===== src/rtl/pipe_hazard_ctrl.sv =====
// pipe_hazard_ctrl: hazard and freeze controller for the 5-stage RISC-V pipeline.
// Detects memory waits, taken branches and load-use hazards, and drives the
// PC / pipeline-register enables, flushes and bubbles combinationally.
// It also keeps saturating event counters and a sticky memory-timeout flag.
module pipe_hazard_ctrl #(
    parameter int CNT_W       = 32,
    parameter int MEM_TIMEOUT = 255
) (
    input  logic             i_clk,
    input  logic             i_reset,
    input  logic [4:0]       i_if_id_Rs1,
    input  logic [4:0]       i_if_id_Rs2,
    input  logic             i_if_id_use_rs1,
    input  logic             i_if_id_use_rs2,
    input  logic             i_id_ex_MemRead,
    input  logic [4:0]       i_id_ex_Rd,
    input  logic             i_ex_branch_taken,
    input  logic             i_ex_mem_MemRead,
    input  logic             i_ex_mem_MemWrite,
    input  logic             i_dmem_ready,
    output logic             o_pc_write,
    output logic             o_if_id_write,
    output logic             o_if_id_flush,
    output logic             o_id_ex_write,
    output logic             o_id_ex_bubble,
    output logic             o_ex_mem_write,
    output logic [1:0]       o_state,
    output logic [CNT_W-1:0] o_stall_cnt,
    output logic [CNT_W-1:0] o_flush_cnt,
    output logic [CNT_W-1:0] o_wait_cnt,
    output logic             o_mem_timeout
);

    typedef enum logic [1:0] {
        ST_RUN      = 2'd0,
        ST_STALL    = 2'd1,
        ST_FLUSH    = 2'd2,
        ST_MEM_WAIT = 2'd3
    } state_t;

    localparam logic [CNT_W-1:0] CNT_MAX = {CNT_W{1'b1}};
    localparam logic [15:0]      TO_MAX  = 16'hFFFF;
    localparam logic [15:0]      TO_LIM  = 16'(MEM_TIMEOUT);

    state_t            state_q, state_d;
    logic [CNT_W-1:0]  stall_cnt_q, stall_cnt_d;
    logic [CNT_W-1:0]  flush_cnt_q, flush_cnt_d;
    logic [CNT_W-1:0]  wait_cnt_q, wait_cnt_d;
    logic [15:0]       to_cnt_q, to_cnt_d;
    logic              mem_timeout_q, mem_timeout_d;

    logic mem_wait;
    logic load_use;
    logic ev_branch;
    logic ev_stall;

    // Raw hazard conditions and their priority resolution (mem_wait > branch > load_use).
    always_comb begin
        mem_wait  = (i_ex_mem_MemRead | i_ex_mem_MemWrite) & ~i_dmem_ready;
        load_use  = i_id_ex_MemRead & (i_id_ex_Rd != 5'd0) &
                    ((i_if_id_use_rs1 & (i_id_ex_Rd == i_if_id_Rs1)) |
                     (i_if_id_use_rs2 & (i_id_ex_Rd == i_if_id_Rs2)));
        ev_branch = ~mem_wait & i_ex_branch_taken;
        ev_stall  = ~mem_wait & ~i_ex_branch_taken & load_use;
    end

    // Same-cycle pipeline controls; held at run values while reset is asserted.
    always_comb begin
        o_pc_write     = 1'b1;
        o_if_id_write  = 1'b1;
        o_if_id_flush  = 1'b0;
        o_id_ex_write  = 1'b1;
        o_id_ex_bubble = 1'b0;
        o_ex_mem_write = 1'b1;
        if (!i_reset) begin
            if (mem_wait) begin
                o_pc_write     = 1'b0;
                o_if_id_write  = 1'b0;
                o_id_ex_write  = 1'b0;
                o_ex_mem_write = 1'b0;
            end else if (ev_branch) begin
                o_if_id_flush  = 1'b1;
                o_id_ex_bubble = 1'b1;
            end else if (ev_stall) begin
                o_pc_write     = 1'b0;
                o_if_id_write  = 1'b0;
                o_id_ex_bubble = 1'b1;
            end
        end
    end

    // Next event state, saturating counters and the sticky timeout flag.
    always_comb begin
        state_d       = ST_RUN;
        stall_cnt_d   = stall_cnt_q;
        flush_cnt_d   = flush_cnt_q;
        wait_cnt_d    = wait_cnt_q;
        to_cnt_d      = 16'd0;
        mem_timeout_d = mem_timeout_q;
        if (mem_wait) begin
            state_d       = ST_MEM_WAIT;
            wait_cnt_d    = (wait_cnt_q == CNT_MAX) ? wait_cnt_q : wait_cnt_q + CNT_W'(1);
            to_cnt_d      = (to_cnt_q == TO_MAX) ? to_cnt_q : to_cnt_q + 16'd1;
            mem_timeout_d = mem_timeout_q | (to_cnt_d >= TO_LIM);
        end else if (ev_branch) begin
            state_d     = ST_FLUSH;
            flush_cnt_d = (flush_cnt_q == CNT_MAX) ? flush_cnt_q : flush_cnt_q + CNT_W'(1);
        end else if (ev_stall) begin
            state_d     = ST_STALL;
            stall_cnt_d = (stall_cnt_q == CNT_MAX) ? stall_cnt_q : stall_cnt_q + CNT_W'(1);
        end
    end

    // State and monitoring registers with asynchronous active-high reset.
    always_ff @(posedge i_clk or posedge i_reset) begin
        if (i_reset) begin
            state_q       <= ST_RUN;
            stall_cnt_q   <= '0;
            flush_cnt_q   <= '0;
            wait_cnt_q    <= '0;
            to_cnt_q      <= 16'd0;
            mem_timeout_q <= 1'b0;
        end else begin
            state_q       <= state_d;
            stall_cnt_q   <= stall_cnt_d;
            flush_cnt_q   <= flush_cnt_d;
            wait_cnt_q    <= wait_cnt_d;
            to_cnt_q      <= to_cnt_d;
            mem_timeout_q <= mem_timeout_d;
        end
    end

    assign o_state       = state_q;
    assign o_stall_cnt   = stall_cnt_q;
    assign o_flush_cnt   = flush_cnt_q;
    assign o_wait_cnt    = wait_cnt_q;
    assign o_mem_timeout = mem_timeout_q;

endmodule


===== config.mk =====
export PLATFORM = sky130hd
export DESIGN_NAME = pipe_hazard_ctrl
export DESIGN_NICKNAME = d
export VERILOG_FILES = /design/src/rtl/pipe_hazard_ctrl.sv
export SDC_FILE = /design/constraint.sdc
export NUM_CORES = 1
export LEC_CHECK = 0
export ABC_AREA = 1
export CORE_MARGIN = 1.5
export CORE_UTILIZATION = 45
export CTS_CLUSTER_DIAMETER = 100
export DETAILED_ROUTE_END_ITERATION = 7
export GPL_TIMING_DRIVEN = 0
export PLACE_DENSITY = 0.7
export SYNTH_ARGS = -nofsm -noshare
export SYNTH_HDL_FRONTEND = slang
export SYNTH_SLANG_ARGS = --single-unit

===== constraint.sdc =====
create_clock -name i_clk -period 13.95 [get_ports i_clk]
set_input_delay 2.79 -clock i_clk [delete_from_list [all_inputs] [get_ports i_clk]]
set_output_delay 2.79 -clock i_clk [all_outputs]
set_load 0.01 [all_outputs]

== Word level (Yosys, flattened, before mapping) ==
Index checks and enable logic that the tools add are counted.
Storage, ports and cells
  flip-flop bits (word level): 115
  input bits: 24
  output and inout bits: 105
  word-level logic and storage cells: 57
Operators by class
  reduce and logical (&&, ||, !) cells: 4
  add/subtract/negate cells: 4
  muxes and demuxes: 18
  bitwise logic cells: 18
  order comparisons: 1
  eq/ne operators: 6
Operators with widths (count)
  32-bit by 1-bit adder with 32-bit output (second input constant): 3
  32-bit == test (second input constant): 3
  16-bit 2-to-1 mux: 2
  16-bit by 1-bit adder with 16-bit output (second input constant): 1
  16-bit == test (second input constant): 1
  16-bit by 8-bit >= comparator with 1-bit output (second input constant): 1
  1-bit 2-to-1 mux: 14
  5-bit == test: 2
  1-bit bitwise AND: 8
  1-bit NOT: 7
  5-bit nonzero test: 1
  2-bit 2-to-1 mux: 2
  4-bit AND reduction: 1
  1-bit bitwise OR: 3
  3-bit AND reduction: 1
  2-bit AND reduction: 1

== Logic depth before layout (Yosys ltp) ==
Gate-level depths: netlist of the first run.
  depth after elaboration: 9
  depth in mapped cells: 14
  mapped depth without buffers: 13

== Worst setup path after synthesis of the first run ==
Ideal clock, no wire load.
  path kind: input -> output
  from: input i_reset
  to: output o_id_ex_write
  arrival: 5955 ps
  data required time: 11160 ps
  path buffers: 1
  slack: 5205 ps
  stages: 3
  cells stage by stage: inv_1 -> nand2_1 -> buf_4
On the way
  cells in the longest elaborated chain, start to end: 1
RTL lines
  start: declaration: RTL line 10  | input logic i_reset,
  1-bit 2-to-1 mux
  end: declaration: RTL line 24  | output logic o_id_ex_write,
No other way between the ends.

== Final worst setup path of the first run ==
  from: input i_ex_mem_MemWrite
  to: output o_pc_write
On the way
  cells in the longest elaborated chain, start to end: 9
  elaborated cells on any way between the ends: 10
  those cells by class: mux (4); bitwise (6)
RTL lines
  start: declaration: RTL line 19  | input logic i_ex_mem_MemWrite,
  1-bit bitwise OR (*): RTL line 59  | mem_wait = (i_ex_mem_MemRead | i_ex_mem_MemWrite) & ~i_dmem_ready;
  1-bit bitwise AND (*): RTL line 59
  1-bit NOT (no line)
  1-bit bitwise AND (2 in series): RTL line 64  | ev_stall = ~mem_wait & ~i_ex_branch_taken & load_use;
  1-bit 2-to-1 mux: RTL line 84  | end else if (ev_stall) begin
  1-bit 2-to-1 mux: RTL line 81  | end else if (ev_branch) begin
  1-bit 2-to-1 mux (*): RTL line 76  | if (mem_wait) begin
  1-bit 2-to-1 mux (*): RTL line 75  | if (!i_reset) begin
  end: declaration: RTL line 21  | output logic o_pc_write,
Every way passes the cells marked *; elsewhere a longest branch is shown, timed or not.

==> flow_summary.json, run 1 <==
{
  "grt_remaining_overflow": 0,
  "synth_seq_cells": 115,
  "drt-pass1-iter-count": 5,
  "htree_levels": 4,
  "setup_tns_ps": 0,
  "tightest_slew_ps": 595.9,
  "initial_core_util_pct": 46.15,
  "cts_tree": "yes",
  "seq_area_frac_synth_pct": 39.11,
  "coreArea_um2": 15940,
  "rr_startpoint": "o_stall_cnt[1]$_DFFE_PP0P_",
  "die_h_um": 130.9,
  "yosys_warnings": 0,
  "worstSetupPathType": "input pin to output port",
  "clock_latency_ps": 420,
  "drt_iter0_markers": 495,
  "hold_start": "o_mem_timeout$_DFFE_PP0P_",
  "crit_path_start": "i_ex_mem_MemWrite",
  "multiInputGateArea_um2": 3981,
  "cts-buffers-inserted": 17,
  "synth_top_family_by_area": "simple AND/OR/NAND/NOR gates",
  "finalPower_mw": 1.086,
  "timing.final.crit_share_pct": 56.67,
  "synth_mux_area_share_pct": 0,
  "fin_nets": 1188,
  "syn_nets": 1040,
  "p_leak_nw": 4.357,
  "maxSlewViolCount": 0,
  "path_max_fanout": 10,
  "cts_num_sinks": 115,
  "cts.path.max_buffers": 2,
  "place_congestion": 0.9354,
  "r2r_end": "o_stall_cnt[12]$_DFFE_PP0P_",
  "grt_pass1_wl_um": 33390,
  "drc": 0,
  "num_vias": 7110,
  "ys_async_sr_fraction_pct": 100.0,
  "grt_usage_pct": 25.32,
  "setup.worst_path.end_class": "output port",
  "syn_inst": 1012,
  "synth_xor_area_share_pct": 10.95,
  "crit_end": "o_pc_write",
  "syn_avg_cell_area_um2": 7.271,
  "synth_compound_area_share_pct": 3.979,
  "synth_area_um2": 7358,
  "rows": 46,
  "final_cell_mix": "nand2_1 (338), clkdlybuf4s50_1 (128), nor2_1 (124), dfrtp_1 (115), inv_1 (82)",
  "ant_nets": 0,
  "wl_um": 20740,
  "hold_viol_final": 0,
  "max_slew_margin_pct": 59.91,
  "start_kind": "input pin",
  "period_needed_ps": 7905,
  "outcome": "complete, no violations",
  "hpwl_um": 15720,
  "powerDensity_nw_per_um2": 112.9,
  "skew_ps": 7.275,
  "root_buffer": "clkbuf_16",
  "clk_pin_slew_worst_paths_ps": 60,
  "synth.distinct_cells": 40,
  "ys.flop_type": "dfrtp_1",
  "hold_class": "register to register",
  "viasPerCell": 5.115,
  "fill_cells": 1520,
  "post_route_cells_drive_above_1_share_pct": 7.843,
  "antenna_found_initial": 3,
  "pin_count": 129,
  "layout_commonest_cell": "nand2_1",
  "synthAdderAreaFrac_pct": 0.6802,
  "cts_resized": 0,
  "setup_viol": 0,
  "final-seq-area_um2": 2878,
  "peakVddDrop_mv": 0.1003,
  "io_buffer_count": 128,
  "dieArea_um2": 17130,
  "regToRegSetupSlack_ps": 11750,
  "grt_pass1_vias": 6681,
  "reg2regPathDepth": 9,
  "fmax_mhz": 126.5,
  "fp.dieW_um": 130.9,
  "crit_required_ps": 11160,
  "grt_max_degree": 99,
  "areaGrowthSynthToFinish_pct": 30.71,
  "synth_edf_count": 0,
  "synth-simple-area-share_pct": 38.50,
  "cts_setup_buffers": 0,
  "drv_cap": 0,
  "wl_per_cell_um": 14.92,
  "cts_hold_buf": 0,
  "rsz0062_at_grt": "false",
  "cp.arrival_ps": 5120
}
-- area by class of cell --
class,count,share of cell area (%)
multi-input cells,785,41.39
flip-flops and latches,115,29.92
repair buffers,129,13.61
clock buffers,20,4.644
inverters,88,3.512
well taps,216,2.810
clock inverters,12,2.355
plain buffers,24,1.730
diodes,1,0.02602
-- how the worst min path moves through the flow --
stage	cells after the start	to	slack [ps]
4_1_cts	2	o_mem_timeout$_DFFE_PP0P_	480
3_3_place_gp	2	o_mem_timeout$_DFFE_PP0P_	450
3_5_place_dp	2	o_mem_timeout$_DFFE_PP0P_	460
2_1_floorplan	2	o_mem_timeout$_DFFE_PP0P_	500
5_1_grt	2	o_mem_timeout$_DFFE_PP0P_	510
6_report	2	o_mem_timeout$_DFFE_PP0P_	480
-- flip-flops by register name, summed over array words and instances (netlist names) --
signal and cells:
o_flush_cnt 32, o_mem_timeout 1, o_stall_cnt 32, o_state 2, o_wait_cnt 32, to_cnt_q 16
-- metrics by stage --
stage | worst slack (ps) | util (%) | instance area [um^2] | hold slack, ps | std cells
2_1_floorplan | 5205 | - | 7358 | 499.7 | 1012
3_3_place_gp | 3466 | 55.89 | 8910 | 455.0 | 1356
3_5_place_dp | 6021 | 56.09 | 8942 | 457.2 | 1357
4_1_cts | 6009 | 60.31 | 9615 | 479.5 | 1389
5_1_grt | 5828 | 60.31 | 9615 | 512.7 | 1389
6_report | 6045 | 60.33 | 9618 | 485.0 | 1390
-- logic make-up after synthesis --
family,Yosys count
compound gates,41
fa+ha+maj,4
xor+xnor,92
flops,115
buf+inv,112
simple gates,648
-- worst max-delay path, cell delays in order --
cell and delay [ps]:
clkdlybuf4s50_1 460, nor2_1 50, nor2_2 450, inv_2 150
nand3_1 160, a21oi_4 70, nand2_1 160, nand2_1 90
nand2_1 80, buf_4 110, clkdlybuf4s50_1 520
-- Yosys cell counts (6+ instances only) --
library cell,instances,area [um^2]
nand2_1,338,1269
inv_1,83,311.6
nor2_1,124,465.5
a21oi_1,11,55.05
nor3_1,44,220.2
buf_2,7,35.03
xnor2_1,23,201.4
nor4_1,7,43.79
xor2_1,69,604.3
nand4_1,45,281.5
buf_6,7,78.83
nor3b_1,6,45.04
nand3_1,61,305.3
dfrtp_1,115,2878
o21ai_0,9,45.04
o21ai_2,14,122.6
-- power by group --
| part | switching [mW] | internal, mW | leakage (nW) | total [mW] |
|---|---|---|---|---|
| combinational | 0.0941 | 0.0874 | 2.49 | 0.182 |
| sequential | 0.0388 | 0.362 | 1.54 | 0.401 |
| clock | 0.163 | 0.341 | 0.321 | 0.504 |
-- layer usage --
| layer | track usage [%] | vias to the layer above | part of all wire [%] |
|---|---|---|---|
| met4 | 7.240 | 4 | 1.5 |
| li1 | - | 3555 | - |
| met2 | 41.92 | 181 | 48 |
| met3 | 5.537 | 33 | 5.2 |
| met1 | 33.46 | 3337 | 46 |
| met5 | 0 | - | 0.10 |
No activity file was read; power rests on OpenSTA's default activity.
==> inputs of run 2 (changes only) <==
==> constraint.sdc (replaced) <==
create_clock -name i_clk -period 8.1 [get_ports i_clk]
set_input_delay 1.62 -clock i_clk [delete_from_list [all_inputs] [get_ports i_clk]]
set_output_delay 1.62 -clock i_clk [all_outputs]
set_load 0.01 [all_outputs]
==> results of run 2 <==
The final DEF is identical to that of run 1. Status: complete, no violations.
Main changes from that run: setup slack after placement 6021 ps -> 2511 ps; setup slack after layout 6045 ps -> 2535 ps; register-to-register setup slack 11750 ps -> 5900 ps; total power 1.086 mW -> 1.870 mW; worst IR drop on VDD 0.1003 mV -> 0.1728 mV
==> inputs of run 3 (changes only) <==
==> constraint.sdc (replaced) <==
create_clock -name i_clk -period 5.8 [get_ports i_clk]
set_input_delay 1.16 -clock i_clk [delete_from_list [all_inputs] [get_ports i_clk]]
set_output_delay 1.16 -clock i_clk [all_outputs]
set_load 0.01 [all_outputs]
==> results of run 3 <==
The final DEF is identical to that of run 1. Status: complete, no violations.
Main changes from that run: setup slack after placement 6021 ps -> 1131 ps; setup slack after layout 6045 ps -> 1155 ps; register-to-register setup slack 11750 ps -> 3600 ps; total power 1.086 mW -> 2.612 mW; worst IR drop on VDD 0.1003 mV -> 0.2413 mV
